[config.mk]
export PLATFORM = sky130hd
export DESIGN_NAME = sig_edge_filter
export DESIGN_NICKNAME = d
export VERILOG_FILES = /design/src/rtl/sig_edge_filter.sv
export SDC_FILE = /design/constraint.sdc
export NUM_CORES = 1
export LEC_CHECK = 0
export CORE_MARGIN = 2
export CORE_UTILIZATION = 25
export CTS_BUF_LIST = sky130_fd_sc_hd__clkbuf_2 sky130_fd_sc_hd__clkbuf_4 sky130_fd_sc_hd__clkbuf_8
export DETAILED_ROUTE_END_ITERATION = 10
export PLACE_DENSITY = 0.51
export SLEW_MARGIN = 20
export SYNTH_ARGS = -nofsm -noshare
export SYNTH_HDL_FRONTEND = slang
export SYNTH_SLANG_ARGS = --single-unit
[constraint.sdc]
create_clock -name clk -period 2.4 [get_ports clk]
set_input_delay 0.48 -clock clk [delete_from_list [all_inputs] [get_ports clk]]
set_output_delay 0.48 -clock clk [all_outputs]
set_load 0.02 [all_outputs]
[src/rtl/sig_edge_filter.sv]
// Multi-channel edge detector: synchronise, glitch-filter, then qualify edges per channel
// into a stretched pulse and a sticky event flag.
module sig_edge_filter #(
    parameter int CHANNELS      = 4,
    parameter int SYNC_STAGES   = 2,
    parameter int FILTER_CYCLES = 4,
    parameter int PULSE_LEN     = 1
) (
    input  logic                  clk,
    input  logic                  rst,
    input  logic [CHANNELS-1:0]   sig_in,
    input  logic [2*CHANNELS-1:0] mode,
    input  logic [CHANNELS-1:0]   clr,
    output logic [CHANNELS-1:0]   level_out,
    output logic [CHANNELS-1:0]   pulse_out,
    output logic [CHANNELS-1:0]   event_flag
);

    localparam int FW = $clog2(FILTER_CYCLES + 1);
    localparam int PW = $clog2(PULSE_LEN + 1);
    localparam logic [FW-1:0] FILT_LAST  = FW'(FILTER_CYCLES - 1);
    localparam logic [PW-1:0] PULSE_LOAD = PW'(PULSE_LEN);

    for (genvar i = 0; i < CHANNELS; i++) begin : g_ch
        logic [SYNC_STAGES-1:0] sync_q, sync_d;
        logic [FW-1:0]          filt_q, filt_d;
        logic                   level_q, level_d;
        logic [PW-1:0]          pcnt_q, pcnt_d;
        logic                   flag_q, flag_d;
        logic                   toggle;
        logic                   qualified;

        always_comb begin
            sync_d    = {sync_q[SYNC_STAGES-2:0], sig_in[i]};
            filt_d    = '0;
            level_d   = level_q;
            toggle    = 1'b0;
            // Acceptance happens on the edge the counter would reach FILTER_CYCLES.
            if (sync_q[SYNC_STAGES-1] != level_q) begin
                if (filt_q == FILT_LAST) begin
                    toggle  = 1'b1;
                    level_d = ~level_q;
                end else begin
                    filt_d = filt_q + FW'(1);
                end
            end
            // mode bit 2i enables rising edges, bit 2i+1 enables falling edges.
            qualified = toggle & ((level_d & mode[2*i]) | (~level_d & mode[2*i+1]));
            pcnt_d    = pcnt_q;
            if (qualified) begin
                pcnt_d = PULSE_LOAD;
            end else if (pcnt_q != '0) begin
                pcnt_d = pcnt_q - PW'(1);
            end
            flag_d    = qualified | (flag_q & ~clr[i]);
        end

        always_ff @(posedge clk) begin
            if (rst) begin
                sync_q  <= '0;
                filt_q  <= '0;
                level_q <= 1'b0;
                pcnt_q  <= '0;
                flag_q  <= 1'b0;
            end else begin
                sync_q  <= sync_d;
                filt_q  <= filt_d;
                level_q <= level_d;
                pcnt_q  <= pcnt_d;
                flag_q  <= flag_d;
            end
        end

        assign level_out[i]  = level_q;
        assign pulse_out[i]  = (pcnt_q != '0);
        assign event_flag[i] = flag_q;
    end

endmodule

# Word level (Yosys, flattened, before mapping)
# Cells that the tools add are included.
# totals
register_bits,32
in_bits,18
output_inout_bits,12
word_cells,104
# op_classes
add_sub_neg,8
eq_ne,8
mux,24
bitwise,40
reduce_logical,4
# op_table
op,count
$mux 1,24
$and 1x1->1,16
$not 1->1,16
$add 3x1->3 const B,4
$eq 3x2->1 const B,4
$reduce_or 3->1,4
$or 1x1->1,8
$ne 1x1->1,4
$sub 1x1->1 const B,4

# Longest topological paths before layout
# Gate-level depths: netlist of run 1.
# logic_depth
ltp_word,8
ltp_mapped,5
depth_no_buf,5

# Worst setup path before layout of run 1
# OpenSTA, ideal clock, no wires.
# synth_timing
kind,register -> register
start,register g_ch[0].filt_q[0]
end,register g_ch[0].filt_q[0]
arrival_ns,1.175
required_ns,2.337
setup_slack_ns,1.163
path_stages_with_launch,5
path_buffers,0
path_cell_list,dfxtp_1 ha_1 ha_1 or3_4 nor2_2
# synth_between
elab_chain_len,2
elab_cells_between_ends,3
classes_between,1 x add/sub; 1 x eq/ne; 1 x reduce/logical
# synth_rtl
element,line,text
"start, declared",26,"logic [FW-1:0] filt_q, filt_d;"
"start signal, assigned",67,filt_q <= filt_d;
"parallel branches: the longest is 2 deep, another holds $add 3x1->3",n/a,
# Parallel ways; which one is timed is not known.
# A chain may end at the register's enable or synchronous reset.

# Final worst setup path of run 1
# layout_timing
start,register g_ch[2].level_q
end,output port level_out[2]
# layout_rtl
element,line,text
"start, declared",27,"logic level_q, level_d;"
"start signal, assigned",68,level_q <= level_d;
"end, declared",14,"output logic [CHANNELS-1:0] level_out,"
# No word-level cell between the ends.

==> impl_metrics.csv, run 1 <==
group,metric,value,unit
final_layout,layout.nets,171,
critical_path,cp-start-kind,"register",
global_route,grt_antenna_before_repair,0,
critical_path,arrival,1.32,ns
cts,path_clk_slew,0.06,ns
critical_path,max_stage_delay,0.64,ns
floorplanning,fp-row-count,26,
final_layout,area_delta_synth_final,29.6,%
cts,cts_resized,0,
power_and_ir_drop,p_sw,0.191,mW
critical_path,cp.buffers_inverters,1,
routing,drtAntennaViolNets,0,
power_and_ir_drop,vdd_ir_drop_max,329,uV
logic_synthesis,synth_cell_type_count,15,
sta,relSlewSlack,84.5,%
critical_path,cp-end-kind,"primary output",
critical_path,cp_max_fo,5,
routing,vias_per_cell,3.81,
power_and_ir_drop,seq_power_share,53.2,%
cts,post_cts.repair.setup_buffers,0,
routing,drc,0,
global_route,grt_usage,8.34,%
global_route,grt_start_max_net_pins,25,
floorplanning,core_area,0.00504,mm^2
logic_synthesis,netlist_area,0.00128,mm^2
critical_path,cp_top_family,"buffers and inverters",
global_route,grt_pass1_wl,3.50,mm
outcome,outcome,"complete, no violations",
cts,clock_sinks,32,
routing,num_vias,824,
sta,drv_slew,0,
cts,htree_levels,2,
logic_synthesis,synth_seq_cells,32,
power_and_ir_drop,switching_share,18.7,%
cts,clock_tree.root_cell,"clkbuf_8",
logic_synthesis,syn_nets,148,
critical_path,critPathKind,"reg2out",
cts,numCtsBuffers,5,
power_and_ir_drop,clkPwrFrac,41.6,%
cts,cts_hold_buf,0,
floorplanning,io_pins,30,
final_layout,drive_gt1_share,17.1,%
place,gp_congestion,0.704,
critical_path,required,1.92,ns
sta,rsz0062_at_grt,"false",
worst_hold_path,hold_path_class,"reg2reg",
power_and_ir_drop,p_leak,0.624,nW
power_and_ir_drop,powerDensity,615,mW/mm^2
logic_synthesis,ys_warn_count,0,
sta,fin_setup_tns,0,ns
routing,routed_wl,2.08,mm
critical_path,cpMaxStageDelayCell,"clkdlybuf4s50_1",
cts,clockBufferDepth,2,
cts,cts_tree,"done",
place,portBuffers,29,
floorplanning,die_w,75.7,um
global_route,grt_remaining_overflow,0,
sta,fin_crit_sh,74.9,%
sta,setup_violations,0,
final_layout,diodes,0,
floorplanning,start_util,25.5,%
routing,initialDrtViolationCount,14,
sta,finalHoldViolCount,0,
routing,wire_per_inst,9.61,um
sta,fmax,0.557,GHz
sta,tightest_slew,0.233,ns
critical_path,cp_cell_sequence,"clkdlybuf4s50_1",
routing,drtPass1Iterations,3,
logic_synthesis,synth.avg_cell_area,10.5,um^2
sta,skew,0.00286,ns
power_and_ir_drop,p_comb_share,5.2,%
global_route,first_global_vias,847,
cts,clk_latency,0.26,ns
place,dpl.hpwl,1.61,mm
sta,final.min_clock_period,1.80,ns
logic_synthesis,ys_seq_area_share,49.9,%
run,maxCapViolCount,0,
power_and_ir_drop,total_power,1.02,mW
floorplanning,die_y,75.7,um
power_and_ir_drop,internal-power,0.832,mW
floorplanning,dieArea,0.00572,mm^2
logic_synthesis,syn_inst,122,
## worst reg2reg max path: stages, from the launching register on
cell and delay [ns]:
dfxtp_1 0.33, ha_1 0.21, ha_1 0.23, or3_4 0.43, nor2_2 0.09
## cell usage after synthesis (all sizes together)
| library cell | n | share of area [%] |
|---|---|---|
| dfxtp | 32 | 50 |
| nor2 | 20 | 8.2 |
| buf | 14 | 8.0 |
| ha | 8 | 7.8 |
| inv | 8 | 2.3 |
| nand3b | 8 | 4.7 |
| nor2b | 8 | 3.9 |
| a21o | 4 | 2.3 |
| a21oi | 4 | 1.6 |
| mux2i | 4 | 3.1 |
| nand2b | 4 | 1.9 |
| or3 | 4 | 3.5 |
| xnor2 | 4 | 2.7 |
## worst paths after layout
kind,startpoint,to,slack [ns],cells past startpoint
max,g_ch[2].level_q,level_out[2],0.60,1
min reg2reg,g_ch[2].filt_q[0],g_ch[2].filt_q[0],0.43,1
max reg2reg,g_ch[1].filt_q[0],g_ch[1].filt_q[1],1.07,4
min,g_ch[2].filt_q[0],g_ch[2].filt_q[0],0.43,1
## flip-flops by register name (all words and copies together), names as in the netlist
| name | cells |
|---|---|
| g_ch.filt_q | 12 |
| g_ch.flag_q | 4 |
| g_ch.level_q | 4 |
| g_ch.pcnt_q | 4 |
| g_ch.sync_q | 8 |
## layout make-up
type | count | area, um^2
Tap cell | 70 | 87.6
Inverter | 8 | 30.0
Timing Repair Buffer | 30 | 298
Sequential cell | 32 | 641
Fill cell | 529 | 3380
Multi-Input combinational cell | 68 | 510
Clock buffer | 8 | 97.6
## routing by layer
layer  GRT usage (%)  routed length (um)
met1            9.00                 894
met2            14.3                1020
met3            3.17                 140
met4            4.09                  18
met5               0                   0
## layout by cell type (no fill, tap or decap)
| master | instances |
|---|---|
| dfxtp_1 | 32 |
| clkdlybuf4s50_1 | 29 |
| nor2_2 | 12 |
| inv_1 | 8 |
| nor2b_1 | 8 |
| nor2_1 | 8 |
| nand3b_1 | 8 |
| ha_1 | 8 |
| clkbuf_8 | 6 |
| xnor2_1 | 4 |
| or3_4 | 4 |
| mux2i_1 | 4 |
| nand2b_1 | 4 |
| a21oi_1 | 4 |
| a21o_1 | 4 |
| clkbuf_4 | 2 |
| buf_4 | 1 |
## stage by stage
stage	util (%)	std cells	setup WS [ns]	instance area, um^2	hold slack, ns
6_report	33.0	216	0.603	1660	0.432
5_1_grt	33.0	216	0.539	1660	0.453
4_1_cts	33.0	216	0.583	1660	0.434
3_5_place_dp	31.1	208	0.720	1570	0.423
3_3_place_gp	31.1	208	0.755	1570	0.416
2_1_floorplan	-	122	1.16	1280	0.409
## kinds of logic (layout without fill, tap and decap cells)
logic type,after synthesis,in the layout,share of synthesized area (%)
and+or+nand+nor,44,44,22.2
DFF,32,32,49.9
buffers and inverters,22,46,10.3
adders and majority gates,8,8,7.80
AOI/OAI and AO/OA,8,8,3.90
xor gates and xnor gates,4,4,2.73
muxes,4,4,3.12
## power by group through the flow
| stage | clock network (mW) | logic (mW) | registers, mW |
|---|---|---|---|
| floorplan | 0 | 0.0223 | 0.555 |
| global placement | 0 | 0.0532 | 0.556 |
| detailed placement | 0 | 0.0545 | 0.556 |
| CTS | 0.444 | 0.0547 | 0.545 |
| global route | 0.466 | 0.0587 | 0.546 |
| finish | 0.425 | 0.0536 | 0.545 |
No activity file was read; power rests on OpenSTA's default activity.
==> inputs of run 2 (changes only) <==
==> constraint.sdc (replaced) <==
create_clock -name clk -period 1.8 [get_ports clk]
set_input_delay 0.36 -clock clk [delete_from_list [all_inputs] [get_ports clk]]
set_output_delay 0.36 -clock clk [all_outputs]
set_load 0.02 [all_outputs]
==> impl_metrics.csv, run 2 (synthesis gave the netlist of run 1 again) <==
group,metric,value,unit
outcome,outcome,"complete, no violations",
critical_path,arrival,1.33,ns
cts,numCtsBuffers,5,
critical_path,critPathKind,"reg2out",
power_and_ir_drop,total_power,1.32,mW
critical_path,cp_top_family,"buffers and inverters",
sta,final.min_clock_period,1.69,ns
critical_path,required,1.44,ns
critical_path,cp_max_fo,5,
floorplanning,fp-row-count,26,
critical_path,r2r_setup_slack,0.46,ns
place,gp_congestion,0.687,
routing,drtPass1Iterations,4,
power_and_ir_drop,clkPwrFrac,39.6,%
run,maxCapViolCount,0,
sta,setup_violations,0,
final_layout,fillerInstances,512,
global_route,grt_remaining_overflow,0,
power_and_ir_drop,internal-power,1.05,mW
critical_path,cp_cell_sequence,"clkdlybuf4s50_1",
routing,drtAntennaViolNets,0,
power_and_ir_drop,seq_power_share,54.8,%
routing,wire_per_inst,10.0,um
power_and_ir_drop,p_sw,0.276,mW
power_and_ir_drop,powerDensity,798,mW/mm^2
cts,cts_tree,"done",
cts,clockBufferDepth,2,
final_layout,drive_gt1_share,16.6,%
cts,cts_resized,0,
critical_path,cpMaxStageDelayCell,"clkdlybuf4s50_1",
final_layout,reg_top3,"g_ch.filt_q x12, g_ch.sync_q x8",
sta,rsz0062_at_grt,"false",
floorplanning,die_w,75.7,um
power_and_ir_drop,vdd_ir_drop_max,295,uV
power_and_ir_drop,p_leak,0.621,nW
global_route,grt_pass1_wl,3.86,mm
floorplanning,start_util,25.5,%
floorplanning,core_area,0.00504,mm^2
cts,clock_tree.root_cell,"clkbuf_8",
final_layout,largest_reg_flops,12,
cts,clk_latency,0.28,ns
floorplanning,io_pins,30,
cts,cts_hold_buf,0,
final_layout,multi_input_area,510,um^2
sta,fmax,0.591,GHz
sta,fin_ws,0.109,ns
global_route,grt_start_max_net_pins,25,
final_layout,final_common_cell,"dfxtp_1",
cts,post_cts.repair.setup_buffers,0,
floorplanning,dieArea,0.00572,mm^2
final_layout,top_register,"g_ch.filt_q",
routing,vias_per_cell,3.86,
final_layout,seq_area,641,um^2
power_and_ir_drop,switching_share,20.8,%
final_layout,fin_cells,215,
critical_path,max_stage_delay,0.64,ns
sta,relSlewSlack,85.0,%
final_layout,diodes,0,
critical_path,cp.buffers_inverters,1,
power_and_ir_drop,p_comb_share,5.6,%
global_route,first_global_vias,882,
final_layout,layout_common_cells,"32 x dfxtp_1, 29 x clkdlybuf4s50_1, 12 x nor2_2",
sta,drv_slew,0,
final_layout,layout.nets,171,
sta,skew,0.00221,ns
routing,num_vias,829,
final_layout,area_delta_synth_final,29.3,%
critical_path,cp-end-kind,"primary output",
routing,initialDrtViolationCount,48,
floorplanning,die_y,75.7,um
sta,fin_crit_sh,94.0,%
worst_hold_path,hold_path_class,"reg2reg",
place,place_ws,0.242,ns
cts,path_clk_slew,0.06,ns
sta,fin_setup_tns,0,ns
global_route,grt_usage,9.48,%
sta,tightest_slew,0.224,ns
place,portBuffers,29,
place,dp_cells,208,
cts,clock_sinks,32,
routing,routed_wl,2.15,mm
routing,drc,0,
global_route,grt_antenna_before_repair,0,
critical_path,cp-start-kind,"register",
cts,htree_levels,2,
sta,finalHoldViolCount,0,
place,dpl.hpwl,1.61,mm
==> run 2: power by group through the flow <==
stage | logic (mW) | registers [mW] | clock network [mW]
after floorplan | 0.0297 | 0.740 | 0
after global placement | 0.0746 | 0.741 | 0
after detailed placement | 0.0759 | 0.742 | 0
after CTS | 0.0760 | 0.726 | 0.551
after global routing | 0.0814 | 0.727 | 0.586
final | 0.0743 | 0.726 | 0.524
==> run 2: area by class of cell <==
type,instances,area share (%)
inverters,8,1.81
clock inverters,1,0.301
clock buffers,6,4.60
flip-flops and latches,32,38.6
repair buffers,30,18.7
multi-input cells,68,30.7
well taps,70,5.28
==> run 2: worst paths after layout <==
kind	start	to	cells after the start
max	g_ch[2].level_q	level_out[2]	1
max reg2reg	g_ch[2].filt_q[0]	g_ch[2].filt_q[1]	4
min reg2reg	g_ch[0].sync_q[0]	g_ch[0].sync_q[1]	1
min	g_ch[0].sync_q[0]	g_ch[0].sync_q[1]	1
==> run 2: stage by stage <==
stage               cell area, um^2  hold slack (ns)  utilization (%)
floorplan                      1280            0.409                -
global placement               1580            0.416             31.3
detailed placement             1580            0.425             31.3
CTS                            1660            0.441             32.9
global route                   1660            0.460             32.9
finish                         1660            0.434             32.9
==> run 2: routing by layer <==
layer,up-vias,global-route usage (%),part of all wire [%]
met5,-,0,0
met4,0,4.09,1.5
met3,5,5.29,9.3
met2,28,16.0,49
met1,375,9.62,40
li1,421,-,-
==> inputs of run 3 (changes only) <==
--- a/config.mk
+++ b/config.mk
@@ -5,11 +5,12 @@
 export SDC_FILE = /design/constraint.sdc
 export NUM_CORES = 1
 export LEC_CHECK = 0
+export CAP_MARGIN = 5
 export CORE_MARGIN = 2
-export CORE_UTILIZATION = 25
+export CORE_UTILIZATION = 45
 export CTS_BUF_LIST = sky130_fd_sc_hd__clkbuf_2 sky130_fd_sc_hd__clkbuf_4 sky130_fd_sc_hd__clkbuf_8
 export DETAILED_ROUTE_END_ITERATION = 10
-export PLACE_DENSITY = 0.51
+export PLACE_DENSITY = 0.78
 export SLEW_MARGIN = 20
 export SYNTH_ARGS = -nofsm -noshare
 export SYNTH_HDL_FRONTEND = slang
==> impl_metrics.csv, run 3 (synthesis gave the netlist of run 1 again) <==
group,metric,value,unit
sta,rsz0062_at_grt,"false",
critical_path,arrival,1.37,ns
floorplanning,die_y,57.4,um
critical_path,r2r_setup_slack,0.45,ns
final_layout,area_delta_synth_final,24.4,%
global_route,grt_pass1_wl,3.20,mm
floorplanning,dieArea,0.00330,mm^2
sta,fmax,0.578,GHz
place,gp_congestion,0.654,
routing,initialDrtViolationCount,18,
worst_hold_path,worstHoldStart,"g_ch[2].filt_q[0]",
critical_path,cp.buffers_inverters,1,
routing,wire_per_inst,10.5,um
final_layout,layout.nets,171,
sta,hold_ws,0.437,ns
sta,final.min_clock_period,1.73,ns
run,maxCapViolCount,0,
power_and_ir_drop,p_leak,0.616,nW
critical_path,cp_top_family,"buffers and inverters",
final_layout,drive_gt1_share,17.1,%
routing,vias_per_cell,4.59,
cts,clock_tree.root_cell,"clkbuf_4",
global_route,grt_antenna_before_repair,0,
sta,tightest_slew,0.221,ns
power_and_ir_drop,powerDensity,777,mW/mm^2
floorplanning,core_area,0.00273,mm^2
place,place_ws,0.250,ns
outcome,outcome,"complete, no violations",
sta,drv_slew,0,
critical_path,cp-start-kind,"register",
place,portBuffers,29,
cts,clock_sinks,32,
worst_hold_path,hold_path_class,"reg2reg",
final_layout,reg_top3,"g_ch.filt_q x12, g_ch.sync_q x8",
power_and_ir_drop,vdd_ir_drop_max,654,uV
sta,relSlewSlack,85.2,%
critical_path,critPathKind,"reg2out",
final_layout,layout_common_cells,"32 x dfxtp_1, 29 x clkdlybuf4s50_1, 12 x nor2_2",
floorplanning,start_util,47.0,%
final_layout,fillerInstances,239,
cts,clk_latency,0.32,ns
sta,finalHoldViolCount,0,
routing,drc,0,
cts,cts_resized,0,
floorplanning,fp-row-count,19,
final_layout,largest_reg_flops,12,
critical_path,max_stage_delay,0.63,ns
critical_path,crit_start,"g_ch[0].level_q",
floorplanning,io_pins,30,
critical_path,cp-end-kind,"primary output",
cts,cts_hold_buf,0,
critical_path,cp_cell_sequence,"clkdlybuf4s50_1",
sta,fin_setup_tns,0,ns
critical_path,required,1.44,ns
sta,fin_crit_sh,96.1,%
cts,cts_tree,"done",
sta,fin_ws,0.0706,ns
global_route,grt_remaining_overflow,0,
final_layout,final_common_cell,"dfxtp_1",
final_layout,diodes,0,
cts,path_clk_slew,0.09,ns
global_route,grt_start_max_net_pins,25,
cts,post_cts.repair.setup_buffers,0,
global_route,first_global_vias,787,
sta,setup_violations,0,
critical_path,cp_max_fo,5,
cts,numCtsBuffers,5,
sta,skew,0.00605,ns
routing,routed_wl,1.86,mm
routing,drtAntennaViolNets,0,
routing,num_vias,813,
floorplanning,die_w,57.4,um
cts,htree_levels,2,
place,dpl.hpwl,1.42,mm
cts,clockBufferDepth,2,
final_layout,top_register,"g_ch.filt_q",
routing,drtPass1Iterations,4,
critical_path,r2r-start,"g_ch[0].filt_q[0]",
global_route,grt_usage,12.9,%
critical_path,cpMaxStageDelayCell,"clkdlybuf4s50_1",
-- run 3: metal layers --
metal  up-vias  wire [um]  track usage (%)
li1        426          -                -
met1       353        783             13.2
met2        29        885             22.4
met3         5        152             5.90
met4         0         39             5.98
met5         -          0                0
-- run 3: metrics by stage --
step                utilization, %  instances  power, mW  instance area (um^2)
finish                        58.4        177       1.24                  1600
global placement              56.0        169      0.814                  1530
global route                  58.4        177       1.29                  1600
detailed placement            56.0        169      0.817                  1530
floorplan                        -        122      0.770                  1280
CTS                           58.4        177       1.26                  1600
-- run 3: path summary, 6_finish.rpt --
kind | end | depth (start not counted)
min | g_ch[2].filt_q[0] | 1
max | level_out[0] | 1
min reg2reg | g_ch[2].filt_q[0] | 1
max reg2reg | g_ch[0].filt_q[0] | 4
-- run 3: report_power, final --
group	total, mW	internal, mW	switching [mW]
Sequential	0.725	0.718	0.00653
Combinational	0.0741	0.0516	0.0225
Clock	0.441	0.223	0.219
-- run 3: cell type report --
class / count / area, um^2 / area share [%]
multi-input cells: 68 / 510 / 32.0
flip-flops and latches: 32 / 641 / 40.1
well taps: 31 / 38.8 / 2.43
inverters: 8 / 30.0 / 1.88
clock buffers: 8 / 66.3 / 4.15
repair buffers: 30 / 310 / 19.4
